### config.mk
export PLATFORM = sky130hd
export DESIGN_NAME = matrix_bram_arbiter
export DESIGN_NICKNAME = d
export VERILOG_FILES = /design/src/rtl/matrix_bram_arb_pkg.sv /design/src/rtl/matrix_bram_arbiter_rr_pick.sv /design/src/rtl/matrix_bram_arbiter.sv
export SDC_FILE = /design/constraint.sdc
export NUM_CORES = 1
export LEC_CHECK = 0
export ABC_AREA = 1
export CAP_MARGIN = 20
export CORE_ASPECT_RATIO = 0.9
export CORE_MARGIN = 2
export CORE_UTILIZATION = 30
export CTS_BUF_LIST = sky130_fd_sc_hd__clkbuf_4 sky130_fd_sc_hd__clkbuf_8
export DETAILED_ROUTE_END_ITERATION = 8
export HOLD_SLACK_MARGIN = 0.02
export PLACE_DENSITY_LB_ADDON = 0.15
export SLEW_MARGIN = 15
export SYNTH_ARGS = -nofsm -noshare
export SYNTH_HDL_FRONTEND = slang
export SYNTH_SLANG_ARGS = --single-unit
export TNS_END_PERCENT = 10
### constraint.sdc
create_clock -name clk -period 1.74 [get_ports clk]
set_input_delay 0.348 -clock clk [delete_from_list [all_inputs] [get_ports clk]]
set_output_delay 0.348 -clock clk [all_outputs]
set_load 0.01 [all_outputs]
### src/rtl/matrix_bram_arb_pkg.sv
// Shared definitions for the matrix BRAM read-port arbiter.
//  arb_state_t  arbiter FSM states
//  ARB_MAX_REQ  largest supported requester count
//  ARB_ID_W     requester id width that covers ARB_MAX_REQ
//  onehot_id()  id -> one-hot vector over ARB_MAX_REQ bits
package matrix_bram_arb_pkg;

   localparam int ARB_MAX_REQ = 8;
   localparam int ARB_ID_W    = 3;

   typedef enum logic [1:0] {
      ARB_IDLE    = 2'd0,
      ARB_GRANT   = 2'd1,
      ARB_RELEASE = 2'd2
   } arb_state_t;

   function automatic logic [ARB_MAX_REQ-1:0] onehot_id(input logic [ARB_ID_W-1:0] id);
      return ARB_MAX_REQ'(1) << id;
   endfunction

endpackage

### src/rtl/matrix_bram_arbiter_rr_pick.sv
// Round-robin picker (combinational).
// Finds the first set request bit searching upward from rr_ptr, wrapping
// past NUM_REQ-1 back to 0.
//  req     in   NUM_REQ   request vector
//  rr_ptr  in   ID_W      search start index (must be < NUM_REQ)
//  found   out  1         at least one request is set
//  pick    out  ID_W      index of the chosen requester (0 when !found)
module rr_pick
   import matrix_bram_arb_pkg::*;
#(
   parameter int NUM_REQ = 4,
   parameter int ID_W    = 2
) (
   input  logic [NUM_REQ-1:0] req,
   input  logic [ID_W-1:0]    rr_ptr,
   output logic               found,
   output logic [ID_W-1:0]    pick
);

   localparam logic [ID_W:0] NREQ = (ID_W+1)'(NUM_REQ);

   logic [NUM_REQ-1:0] rot;
   logic [ID_W:0]      sum;

   always_comb begin
      // Rotate so that bit 0 of rot is requester rr_ptr; the lowest set bit
      // of rot is then the round-robin winner.
      rot   = NUM_REQ'({req, req} >> rr_ptr);
      found = 1'b0;
      sum   = '0;
      for (int k = NUM_REQ-1; k >= 0; k--) begin
         if (rot[k]) begin
            found = 1'b1;
            sum   = {1'b0, rr_ptr} + (ID_W+1)'(k);
         end
      end
      if (sum >= NREQ) begin
         sum = sum - NREQ;
      end
      pick = sum[ID_W-1:0];
   end

endmodule

### src/rtl/matrix_bram_arbiter.sv
// Matrix-storage BRAM read-port arbiter.
// Shares one BRAM read port between NUM_REQ requesters with round-robin
// grant, optional burst lock, and a fixed-latency return path that tags each
// read result with the requester that issued it.
//  clk        in   1                   system clock
//  rst        in   1                   synchronous active-high reset
//  req        in   NUM_REQ             per-requester level request
//  lock       in   NUM_REQ             per-requester burst hold (qualified by req)
//  req_addr   in   NUM_REQ*ADDR_WIDTH  packed addresses, slice i for requester i
//  gnt        out  NUM_REQ             registered one-hot grant
//  rd_valid   out  NUM_REQ             one-hot: rd_data belongs to requester i
//  rd_data    out  DATA_WIDTH          registered read data, broadcast
//  bram_en    out  1                   BRAM read enable
//  bram_addr  out  ADDR_WIDTH          BRAM read address (0 when idle)
//  bram_data  in   DATA_WIDTH          BRAM read data, RD_LATENCY after en
//  busy       out  1                   grant held or any read still in flight
module matrix_bram_arbiter
   import matrix_bram_arb_pkg::*;
#(
   parameter int NUM_REQ    = 4,
   parameter int ADDR_WIDTH = 14,
   parameter int DATA_WIDTH = 32,
   parameter int RD_LATENCY = 1
) (
   input  logic                          clk,
   input  logic                          rst,
   input  logic [NUM_REQ-1:0]            req,
   input  logic [NUM_REQ-1:0]            lock,
   input  logic [NUM_REQ*ADDR_WIDTH-1:0] req_addr,
   output logic [NUM_REQ-1:0]            gnt,
   output logic [NUM_REQ-1:0]            rd_valid,
   output logic [DATA_WIDTH-1:0]         rd_data,
   output logic                          bram_en,
   output logic [ADDR_WIDTH-1:0]         bram_addr,
   input  logic [DATA_WIDTH-1:0]         bram_data,
   output logic                          busy
);

   localparam int ID_W = (NUM_REQ > 1) ? $clog2(NUM_REQ) : 1;

   arb_state_t            state;
   logic [ID_W-1:0]       owner;
   logic [ID_W-1:0]       rr_ptr;
   logic [ID_W-1:0]       pick;
   logic                  found;
   logic                  issue;
   logic                  any_inflight;
   logic [ADDR_WIDTH-1:0] addr_arr [NUM_REQ];

   // Return-path pipeline: one {valid, id} entry per BRAM latency cycle.
   logic                  vld_p [RD_LATENCY];
   logic [ID_W-1:0]       id_p  [RD_LATENCY];

   for (genvar i = 0; i < NUM_REQ; i++) begin : g_addr
      assign addr_arr[i] = req_addr[i*ADDR_WIDTH +: ADDR_WIDTH];
   end

   rr_pick #(
      .NUM_REQ (NUM_REQ),
      .ID_W    (ID_W)
   ) u_rr_pick (
      .req    (req),
      .rr_ptr (rr_ptr),
      .found  (found),
      .pick   (pick)
   );

   // An access goes out only while the owner keeps its request up; the
   // address is forced to 0 otherwise so the BRAM never sees stray reads.
   always_comb begin
      issue        = (state == ARB_GRANT) && req[owner];
      bram_en      = issue;
      bram_addr    = issue ? addr_arr[owner] : '0;
      any_inflight = 1'b0;
      for (int k = 0; k < RD_LATENCY; k++) begin
         any_inflight = any_inflight | vld_p[k];
      end
      busy = (|gnt) | any_inflight | (|rd_valid);
   end

   always_ff @(posedge clk) begin
      if (rst) begin
         state  <= ARB_IDLE;
         gnt    <= '0;
         owner  <= '0;
         rr_ptr <= '0;
      end else begin
         case (state)
            ARB_IDLE: begin
               if (found) begin
                  gnt   <= NUM_REQ'(onehot_id(ARB_ID_W'(pick)));
                  owner <= pick;
                  state <= ARB_GRANT;
               end
            end
            ARB_GRANT: begin
               // Unlocked owner gets this single access; dropped req gets none.
               if (!(req[owner] && lock[owner])) begin
                  state <= ARB_RELEASE;
               end
            end
            ARB_RELEASE: begin
               gnt    <= '0;
               rr_ptr <= (owner == ID_W'(NUM_REQ-1)) ? '0 : owner + ID_W'(1);
               state  <= ARB_IDLE;
            end
            default: state <= ARB_IDLE;
         endcase
      end
   end

   // Stage p0..p(RD_LATENCY-1): track issued accesses alongside the BRAM.
   always_ff @(posedge clk) begin
      if (rst) begin
         for (int k = 0; k < RD_LATENCY; k++) begin
            vld_p[k] <= 1'b0;
         end
      end else begin
         vld_p[0] <= issue;
         for (int k = 1; k < RD_LATENCY; k++) begin
            vld_p[k] <= vld_p[k-1];
         end
      end
   end

   always_ff @(posedge clk) begin
      id_p[0] <= owner;
      for (int k = 1; k < RD_LATENCY; k++) begin
         id_p[k] <= id_p[k-1];
      end
   end

   // Output stage: route data to the id that issued it, even if the grant
   // has already moved on to another requester.
   always_ff @(posedge clk) begin
      if (rst) begin
         rd_valid <= '0;
         rd_data  <= '0;
      end else begin
         rd_valid <= vld_p[RD_LATENCY-1] ?
                     NUM_REQ'(onehot_id(ARB_ID_W'(id_p[RD_LATENCY-1]))) : '0;
         if (vld_p[RD_LATENCY-1]) begin
            rd_data <= bram_data;
         end
      end
   end

endmodule

# After elaboration in Yosys (flattened, before gate mapping)
# Memories as Yosys holds them, arrays and structs flattened.
# Cells that the tools add are included.
[word_totals]
register_bits = 46
ramBits = 3
input_bits = 98
output_inout_bits = 56
word_cells = 67
n_memories = 2
[op_classes]
addsub = 5
order_cmp = 3
eq_ne = 5
shifts = 3
muxes = 28
n_bitwise = 4
reduce_logical = 11
[mem_list]
columns = ["name", "depth", "word_bits", "rd", "rd_ports_with_merged_regs", "wr", "line_no", "text"]
rows = [
  ["id_p", 1, 2, 1, 0, 1, "matrix_bram_arbiter.sv:52", "logic [ID_W-1:0] id_p [RD_LATENCY];"],
  ["vld_p", 1, 1, 1, 0, 1, "matrix_bram_arbiter.sv:51", "logic vld_p [RD_LATENCY];"],
]
[op_table]
columns = ["operator", "count"]
rows = [
  ["two-way mux 14 bit", 3],
  ["binary-select mux 14 bit (select 2 bit)", 1],
  ["two-way mux 3 bit", 4],
  ["two-way mux 1 bit", 11],
  ["two-way mux 2 bit", 4],
  ["one-hot mux 4 bit (2 select lines)", 1],
  ["OR reduction 4 bit", 2],
  ["<< shifter 1 x 2 -> 4 bit (first input constant)", 2],
  [">> shifter 8 x 2 -> 4 bit", 1],
  ["adder 2 x 2 -> 3 bit (second input constant)", 2],
  [">= comparator 3 bit (second input constant)", 2],
  ["AND reduction 2 bit", 3],
  ["binary-select mux 1 bit (select 2 bit)", 2],
  ["equality test 2 bit (second input constant)", 2],
  ["two-way mux 4 bit", 1],
  ["inequality test 2 bit (second input constant)", 2],
  ["one-hot mux 2 bit (2 select lines)", 1],
  ["adder 2 x 1 -> 3 bit (second input constant)", 1],
  ["less-than comparator 2 x 3 -> 1 bit (second input constant)", 1],
  ["NOT 2 -> 3 bit", 1],
  ["adder 2 x 1 -> 2 bit (second input constant)", 1],
  ["equality test 2 x 1 -> 1 bit (second input constant)", 1],
  ["logical AND 1 bit", 2],
  ["logical NOT 2 bit", 1],
  ["other kinds (6)", 7],
]

# Logic depth before layout (Yosys ltp)
# Gate-level depths: netlist of run 1.
[logic_depth]
word_depth = 10
depth_mapped = 12

# By module
# From an unflattened synthesis of run 1, not the netlist that was laid out.
[hier_totals]
cells_unflattened = 385
area_unflattened_um2 = 2566.2
[by_module_without_submodules]
columns = ["mod", "n_inst", "cells_per_inst", "area_per_inst_um2", "seq_area_each_um2"]
rows = [
  ["matrix_bram_arbiter", 1, 339, 2323.5, 980.9],
  ["rr_pick", 1, 46, 242.7, 0.0],
]

# Worst setup path after synthesis of run 1
# OpenSTA, ideal clock, no wires.
[synth_path]
kind = "flip-flop to output port"
start = "register owner[1]"
end = "output port bram_addr[10]"
arrival_time_ps = 1263
path_slack_ps = 129
path_stages_with_launch = 9
path_buffers = 2
cell_sequence = "dfxtp_1 buf_2 inv_2 a21oi_1 o21ai_0 nand2_1 nand2_2 buf_2 a21oi_1"
[synth_via]
elab_chain_len = 5
word_cells_on_any_way = 8
[synth_lines]
columns = ["item", "line_no", "text"]
rows = [
  ["start: declaration", "matrix_bram_arbiter.sv:42", "logic [ID_W-1:0] owner;"],
  ["start signal: assignment", "matrix_bram_arbiter.sv:92", "owner <= pick;"],
  ["NOT 2 -> 3 bit (implied by the code)", "matrix_bram_arbiter.sv:73", "bram_addr = issue ? addr_arr[owner] : '0;"],
  ["binary-select mux 14 bit (select 2 bit)", "matrix_bram_arbiter.sv:73", ""],
  ["two-way mux 14 bit (implied by the code) (2 in series)", "matrix_bram_arbiter.sv:73", ""],
  ["two-way mux 14 bit *", "matrix_bram_arbiter.sv:73", ""],
  ["end: declaration", "matrix_bram_arbiter.sv:34", "output logic [ADDR_WIDTH-1:0] bram_addr,"],
]
# Every way passes the cells marked *; elsewhere a longest branch is shown, timed or not. The select of a mux whose other input is x is not followed.

# Worst setup path in the final report of run 1
[layout_path]
start = "register owner[0]"
end = "output port bram_addr[10]"
# Same word-level chain as after synthesis.

==> results of run 1 <==
## metal layers
layer | GRT usage | up-vias
li1 | - | 1539
met1 | 0.204 | 1312
met2 | 0.323 | 107
met3 | 0.0495 | 6
met4 | 0.0457 | 0
met5 | 0 | -
## sequential cells by signal, indices dropped and copies added (netlist names)
register,count
vld_p,1
gnt,4
id_p,2
rd_valid,4
rd_data,32
owner,2
rr_ptr,2
state,2
## what timing repair did
item | 4_1_cts | 5_1_grt
buffers inserted | 4 | 0
gates resized for setup | 82 | 16
pin swaps | 3 | 2
cloned | 1 | 0
endpoints found under the setup margin | 16 | 16
## stage by stage
stage / cell area, um2 / power [W] / std cells / util / hold slack, ps
CTS: 4340 / 0.00366 / 639 / 0.538 / 441
detailed placement: 4230 / 0.00295 / 627 / 0.525 / 431
finish: 4410 / 0.00369 / 639 / 0.546 / 436
global route: 4410 / 0.00396 / 639 / 0.546 / 461
floorplan: 2490 / 0.00217 / 375 / - / 350
global placement: 4230 / 0.00293 / 627 / 0.525 / 432
## cells in the final DEF, fill, tap and decap left out, types with 2 or more instances in the layout
cell,count
inv_1,11
nor4_2,2
dlygate4sd2_1,3
nand2_1,23
buf_8,2
nand2_4,3
clkdlybuf4s50_1,135
a21oi_4,2
nand3_1,15
nand2_2,6
clkbuf_8,5
buf_6,2
a21oi_1,6
clkinv_2,2
nor2_1,132
inv_2,5
nand3_2,3
o21ai_0,66
buf_4,20
dfxtp_1,47
buf_2,15
inv_6,2
o21ai_1,2
a21oi_2,17
## final cells by class
type | count | area (um2) | share of cell area
clock buffers | 6 | 76.3 | 0.0173
inverters | 19 | 83.8 | 0.0190
multi-input cells | 285 | 1430 | 0.323
clock inverters | 2 | 10.0 | 0.00227
flip-flops and latches | 49 | 986 | 0.224
repair buffers | 179 | 1700 | 0.386
well taps | 99 | 124 | 0.0281
## critical path: stages, from the launching register on
cell and delay (ps):
dfxtp_4 410, inv_4 50, a21oi_2 110, o21ai_1 80, nand2_1 100, nand2_4 100, buf_8 160, a21oi_4 110
buf_2 140
## where the power goes
| group | total (W) | switching [W] | internal (W) |
|---|---|---|---|
| Sequential | 0.00136 | 0.0000981 | 0.00126 |
| Clock | 0.000660 | 0.000365 | 0.000295 |
| Combinational | 0.00168 | 0.000853 | 0.000822 |
| Total | 0.00369 | 0.00132 | 0.00238 |
## cell families (layout without fill, tap and decap cells)
family | count (synthesis) | after routing
xor+xnor | 1 | 1
fa+ha+maj | 1 | 1
buf+inv | 41 | 206
compound gates | 94 | 94
flops | 49 | 49
simple gates | 189 | 189
## worst paths after layout
kind,startpoint,end,cells after the start
min,id_p[0][0]$_DFF_P_,rd_valid[0]$_SDFF_PP0_,1
max reg2reg,rr_ptr[0]$_SDFFE_PP0P_,gnt[2]$_SDFFE_PP0P_,10
max,owner[0]$_SDFFE_PP0P_,bram_addr[10],8
min reg2reg,id_p[0][0]$_DFF_P_,rd_valid[0]$_SDFF_PP0_,1
==> metrics.md, run 1 <==
| Metric | Value |
|---|---|
| Max Cap Viol | `0` |
| Crit Path Category | `reg2out` |
| Die W | `100 um` |
| Max Used Layer | `met4` |
| Sequential-to-total area share from yosys stat | `0.393` |
| Cells after Synth | `between 300 and 400` |
| Wire length on met1 | `3460 um` |
| Final-report hold violation count | `0` |
| Share of synthesized flip-flops with an asynchronous set or reset | `0` |
| Pre-CTS setup slack | `-773 ps` |
| Slack of the critical path | `-154 ps` |
| Fin crit share | `1.09` |
| RSZ-0062 raised after global routing | `yes` |
| Critical path launch point type | `register` |
| DR WL/cell | `12.8 um` |
| Gpl congestion | `0.786` |
| Power Dens Cells | `between 800 and 900 nW/um2` |
| Post-synthesis mux area share | `0` |
| CTS Root Cell | `clkbuf_8` |
| Synth cell count leaders | `132 x nor2_1, 68 x o21ai_0, 49 x dfxtp_1, 23 x nand2_1, 21 x a21oi_1` |
| Via count | `roughly 3k` |
| Slew HR | `0.750` |
| Pin count of the biggest net entering global routing | `35` |
| Main combinational cell family by area after synthesis | `simple AND/OR/NAND/NOR gates` |
| DP HPWL | `roughly 6200 um` |
| Initial Utilization | `0.309` |
| Leak | `1.88 nW` |
| Initial antenna violation count | `0` |
| FF+latch count, synth | `49` |
| Adder-Cell Fraction of Synth Area | `0.00502` |
| Fmax | `roughly 0.53 GHz` |
| Drc violations | `0` |
| CP required | `about 1400 ps` |
| Ys flop type | `dfxtp_1` |
| Post-synthesis compound-gate area fraction | `0.195` |
| Crit. End Element | `output port` |
| GR Overflow Total | `0` |
| Routed WL | `8200 um` |
| Final nets | `638` |
| Status | `complete, but fails checks` |
| CP max FO | `5` |
| Fill count | `793` |
| Die height | `~90 um` |
| Final min period | `1890 ps` |
| Maximum vdd ir drop | `roughly 0.37 mV` |
| Hold Path Class | `reg2reg` |
| Port Buffer Count | `153` |
| Mapped Area | `2490 um2` |
| Total track usage | `0.178` |
| DRT iter0 DRCs | `66` |
| Setup TNS | `-1960 ps` |
| Final Slew Violations | `0` |
| Post-Syn Area per Cell | `around 6.7 um2` |
| Final ANT Viol Nets | `0` |
| CTS Buf Count | `5` |
| H-tree Lvls | `2` |
| CTS Sinks | `49` |
| Post-synth top area share | `0.393` |
| WP data arrival | `between 1500 and 2000 ps` |
| Leading area contributor after synthesis | `dfxtp_1` |
| Synth Area in Simple Gates | `0.332` |
| Synth Area in XOR/XNOR | `0.00351` |
| Failing checks | `setup timing` |
| Unique cell type count in the Yosys netlist | `26` |
| Reg2reg setup slack | `250 ps` |
| Vias in the first global route | `3,007` |
| First drt pass iteration count | `4` |
| Clock Latency Late Sink | `300 ps` |
| Clock Skew | `3.59 ps` |
| Core Box Area | `8070 um2` |
| Most numerous cell in the Yosys netlist | `nor2_1` |
| Clk pin slew, worst setup/hold paths | `around 90 ps` |
| Vias per cell | `4.64` |
| Slew @ Worst Pin | `371 ps` |
| Cts hold-fix bufs | `0` |
| N_diodes | `0` |
| Post-synth EDFFs | `0` |
| Synth area leaders | `dfxtp_1 39%, nor2_1 20%, o21ai_0 14%` |
| Synth warn | `0` |
| Met2 Wirelength | `4000 um` |
| DIE AREA | `9060 um2` |
| Std-Cell Rows | `31` |
| Area growth from synthesis to layout | `76.7%` |
| Clk buf depth | `2` |
| I/O pins | `154` |
| Met3 WL | `660 um` |
| Finish-stage setup viols | `15` |
| Syn Nets | `474` |
| TritonCTS clock tree | `yes` |
| Layout cell share with drive strength beyond 1 | `0.178` |
| Global-route wire length before repair | `around 13,000 um` |
Note: power is estimated with default switching activity, not from simulation.
==> run 2, diff against run 1 <==
--- a/config.mk
+++ b/config.mk
@@ -14,7 +14,7 @@
 export DETAILED_ROUTE_END_ITERATION = 8
 export HOLD_SLACK_MARGIN = 0.02
 export PLACE_DENSITY_LB_ADDON = 0.15
-export SLEW_MARGIN = 15
+export SLEW_MARGIN = 10
 export SYNTH_ARGS = -nofsm -noshare
 export SYNTH_HDL_FRONTEND = slang
 export SYNTH_SLANG_ARGS = --single-unit
==> results of run 2 <==
Final layout, timing and power as in run 1 (identical DEF).
==> edit 1 (flow settings as in run 2) <==
The parameter `DATA_WIDTH` goes from 32 to 64.
--- a/src/rtl/matrix_bram_arbiter.sv
+++ b/src/rtl/matrix_bram_arbiter.sv
@@ -19,7 +19,7 @@
 #(
    parameter int NUM_REQ    = 4,
    parameter int ADDR_WIDTH = 14,
-   parameter int DATA_WIDTH = 32,
+   parameter int DATA_WIDTH = 64,
    parameter int RD_LATENCY = 1
 ) (
    input  logic                          clk,
Ports: changed (resized bram_data and rd_data); port bits go from 154 to 218. The function was not compared with the original's and may differ.
==> edit 1 against run 2 <==
- the run still ends with setup timing left
- wire length up 52%
- critical path depth unchanged
- area after synthesis up 44%
- clock skew grew 4.6 ps
- maximum frequency decreased by 1.5%
- setup slack worse by 30 ps
- sequential power up 62%
- sequential cell count grew 32
- cell area grew 43%
- global-route usage up 1.5 points
- power increased by 57%
- die area increased by 42%
==> edit 1: results (changes against run 2) <==
Status: finished, violations left
Failing checks: setup timing
Final WS setup: -183.4 ps (-29.55 ps)
Clock share of power: 0.260 (+0.081)
Nonclk buf count: 243 (+36%)
Sink of the worst hold path: rd_valid[2]
Register fraction of the total cell area: 0.2589 (+0.03518)
Multi-input combinational area share: 0.2883 (-0.03500)
Min Hold Slack: 439.3 ps (+3.165 ps)
Leading registers by flop count: rd_data x64, gnt x4, rd_valid x4
Well-Tap Cells: 156 (+58%)
Worst clock skew: 8.241 ps (+4.648 ps)
Sequential share of the synthesized area: 0.4519 (+0.05870)
Slew margin rel.: 0.5537 (-0.1963)
RD Place Congestion: 0.8358 (+6.3%)
P_leak: 0.002665 uW (+42%)
Pre-CTS setup slack: -789.8 ps (-17.15 ps)
Clock buffers: 10 (+4)
Placed cell count: 888 (+42%)
Pin count of the biggest net entering global routing: 67 (+91%)
Clock Latency Late Sink: 350 ps (+50 ps)
Setup crit end: bram_addr[5]
Post-DP HPWL: 9315 um (+51%)
Fin Setup TNS: -2400 ps (-437.5 ps)
VDD IR-drop max: 0.4444 mV (+21%)
Syn nets: 654 (+38%)
#MultiIn Comb: 386 (+35%)
Total Wirelength: 12490 um (+52%)
TritonCTS Sinks: 81 (+65%)
Vias in the first global route: 4057 (+35%)
Top cell type's share of synthesized area: 0.4519 (+0.05870)
Total GRT Usage: 0.1937 (+0.01533)
Switch Pwr: 1860 uW (+41%)
Layout Nets: 875 (+37%)
Post-CTS Setup Bufs: 0 (-4)
Total vias in the final route: 4169 (+41%)
Sequential group power: 2200 uW (+62%)
Port Buf Inserts: 217 (+42%)
Initial drt markers: 163 (+150%)
Post-synth cell types: 24 (-7.7%)
Layout clock area frac: 0.03522 (+0.01563)
Pwr/cell area: 922.7 nW/um2 (+10%)
First-pass GRT wire length: 19950 um (+49%)
CP Max Fanout: 8 (+3)
Non-clk invs: 23 (+4)
Switching share of total power: 0.3205 (-0.03601)
Vias/cell: 4.607 (-0.69%)
Final Setup Violations: 15 (unchanged)
Synth top cells by count: nor2_1, o21ai_0, dfxtp_1, a21oi_1, nand2_1
Mean Syn Cell Area: 6.861 um2 (+3.1%)
TritonCTS Buffers: 9 (+4)
Htree depth: 3 (+1)
-- edit 1: critical path, cell delays in order, from the launching register on --
cell	delay (ps)
dfxtp_4	400
inv_4	50
a21oi_2	100
o21ai_1	70
nand2_1	100
nand2_4	90
buf_12	160
a21oi_2	100
buf_4	140
-- edit 1: routing by layer --
layer	vias to the layer above	track usage	wire length, um
met2	153	0.3378	6144
met4	0	0.05272	180
met3	13	0.07468	1072
met1	1872	0.2215	5090
met5	-	0	0
li1	2131	-	-
-- edit 1: logic make-up (layout without fill, tap and decap cells) --
logic type	count (synthesis)	after routing	share of synthesized area
AOI/OAI and AO/OA	128	128	0.1820
DFF	81	81	0.4519
and+or+nand+nor	257	257	0.2992
buffers and inverters	56	282	0.06346
adders and majority gates	1	1	0.003486
-- edit 1: timing repair --
action	in CTS	in global routing
resized for setup	92	3
pin swaps	3	1
setup endpoints to repair	16	16
endpoints found under the hold margin	0	0
cloned	1	0
==> edit 2 (config.mk and constraints of run 2) <==
Without the edit above. Make the reset (`rst`) asynchronous in 3 clocked blocks. Comments in the files are not updated.
--- a/src/rtl/matrix_bram_arbiter.sv
+++ b/src/rtl/matrix_bram_arbiter.sv
@@ -78,7 +78,7 @@
       busy = (|gnt) | any_inflight | (|rd_valid);
    end
 
-   always_ff @(posedge clk) begin
+   always_ff @(posedge clk or posedge rst) begin
       if (rst) begin
          state  <= ARB_IDLE;
          gnt    <= '0;
@@ -110,7 +110,7 @@
    end
 
    // Stage p0..p(RD_LATENCY-1): track issued accesses alongside the BRAM.
-   always_ff @(posedge clk) begin
+   always_ff @(posedge clk or posedge rst) begin
       if (rst) begin
          for (int k = 0; k < RD_LATENCY; k++) begin
             vld_p[k] <= 1'b0;
@@ -132,7 +132,7 @@
 
    // Output stage: route data to the id that issued it, even if the grant
    // has already moved on to another requester.
-   always_ff @(posedge clk) begin
+   always_ff @(posedge clk or posedge rst) begin
       if (rst) begin
          rd_valid <= '0;
          rd_data  <= '0;
Function: differs if rst is asserted again (counterexample within 4 cycles, from zero or initial values and one cycle with rst high); with rst held inactive, the same outputs for 10 cycles.
==> edit 2 against run 2 <==
- the run still ends with setup timing left
- cell count grew 3.6%
- die area grew 8.3%
- sequential share of layout area increased by 4.2 points
- setup slack got worse by 110 ps
- wire length up 3.2%
- area after synthesis rose by 8.6%
- cell area is 4.3% higher
- sequential cell count unchanged
- hold slack worse by 33 ps
- critical path type unchanged
- largest cell class unchanged
Power is not compared: it rests on default switching activity, and its combinational part moved more than twofold at a synthesized area within 25%.
==> edit 2: results (changes against run 2) <==
Placed cell count: 652 (+4.0%)
Syn nets: 478 (+0.84%)
Post-synth cell types: 32 (+23%)
Initial drt markers: 164 (+150%)
Fin cells: 662 (+3.6%)
Crit path max-delay family: buffers and inverters
WP data arrival: 1650 ps (+100 ps)
Final Setup Violations: 15 (unchanged)
Total GRT Usage: 0.1724 (-0.005967)
Final Total Pwr: 7333 uW
Status: finished, violations left
Routed wl met2: 3902 um (-2.5%)
Vias in the first global route: 2982 (-0.83%)
Slowest cell on the critical path: dfrtp_2
Worst stage delay on the critical path: 440 ps (+30 ps)
Slew margin rel.: 0.7497 (about the same)
Hold Path Class: in -> async
Post-DP HPWL: 6521 um (+5.7%)
R2R depth: 9 (-1)
Synth async-reset ratio: 0.9592 (+0.9592)
Min Hold Slack: 403.4 ps (-32.77 ps)
Met3 routed WL: 704 um (+6.7%)
RD Place Congestion: 0.7944 (+1.1%)
Placed inst area: 4462 um2 (+5.4%)
First-pass GRT wire length: 13930 um (+4.2%)
Reg-to-reg critical path endpoint: state[1]
Worst clock skew: 8.189 ps (+4.597 ps)
Pin count of the biggest net entering global routing: 37 (+5.7%)
Layout cells sized above 1: 0.1750 (-0.002824)
Vias/cell: 4.455 (-4.0%)
Failing checks: setup timing
Total Wirelength: 8464 um (+3.2%)
Most area-consuming cells after synthesis: dfrtp_1, nand2_1, nor2_1
# fillers: 848 (+6.9%)
Sequential share of the synthesized area: 0.4488 (+0.05557)
Final WS setup: -259.2 ps (-105.4 ps)
Synth top cells by count: nand2_1, nor2_1, dfrtp_1, o21ai_0, a21oi_1
[edit 2: how the worst max path moves through the flow]
stage,slack (ps),from,to
final,-260,owner[0],bram_addr[6]
after global routing,-330,owner[0],bram_addr[6]
after CTS,-250,owner[0],bram_addr[8]
after detailed placement,-760,req[1],bram_addr[7]
after global placement,-670,req[1],bram_addr[6]
after floorplan,120,owner[0],bram_addr[11]
[edit 2: cell type report]
type	instances	area share
inverters	21	0.01824
clock buffers	6	0.01797
well taps	119	0.03240
clock inverters	2	0.002995
flip-flops and latches	49	0.2652
multi-input cells	289	0.2970
repair buffers	176	0.3662
[edit 2: cell families after synthesis]
| kind of cell | Yosys count | synth area share |
|---|---|---|
| buf+inv | 41 | 0.07202 |
| fa+ha+maj | 1 | 0.004616 |
| flops | 49 | 0.4488 |
| simple gates | 228 | 0.3513 |
| compound gates | 60 | 0.1233 |
[edit 2: tightest hold or removal path, cell delays in order]
cell	delay, ps
clkdlybuf4s50_1	410
inv_2	60
buf_4	270
[edit 2: what timing repair did]
item                                    4_1_cts  5_1_grt
endpoints found under the setup margin       16       16
setup buffers                                 1        0
gates cloned                                  1        0
endpoints found under the hold margin         0        0
gates resized for setup                      80       11
pin swaps                                     3        1
[edit 2: stage by stage]
| step | TNS [ps] | util |
|---|---|---|
| 2_1_floorplan | 0 | - |
| 3_3_place_gp | -10160 | 0.5135 |
| 3_5_place_dp | -11400 | 0.5135 |
| 4_1_cts | -3596 | 0.5252 |
| 5_1_grt | -4718 | 0.5289 |
| 6_report | -3269 | 0.5289 |
[edit 2: metal layers]
metal  vias to the layer above  global-route usage
li1                       1518                   -
met1                      1291              0.2067
met2                       126              0.2977
met3                        14             0.05132
met4                         0             0.05743
met5                         -                   0
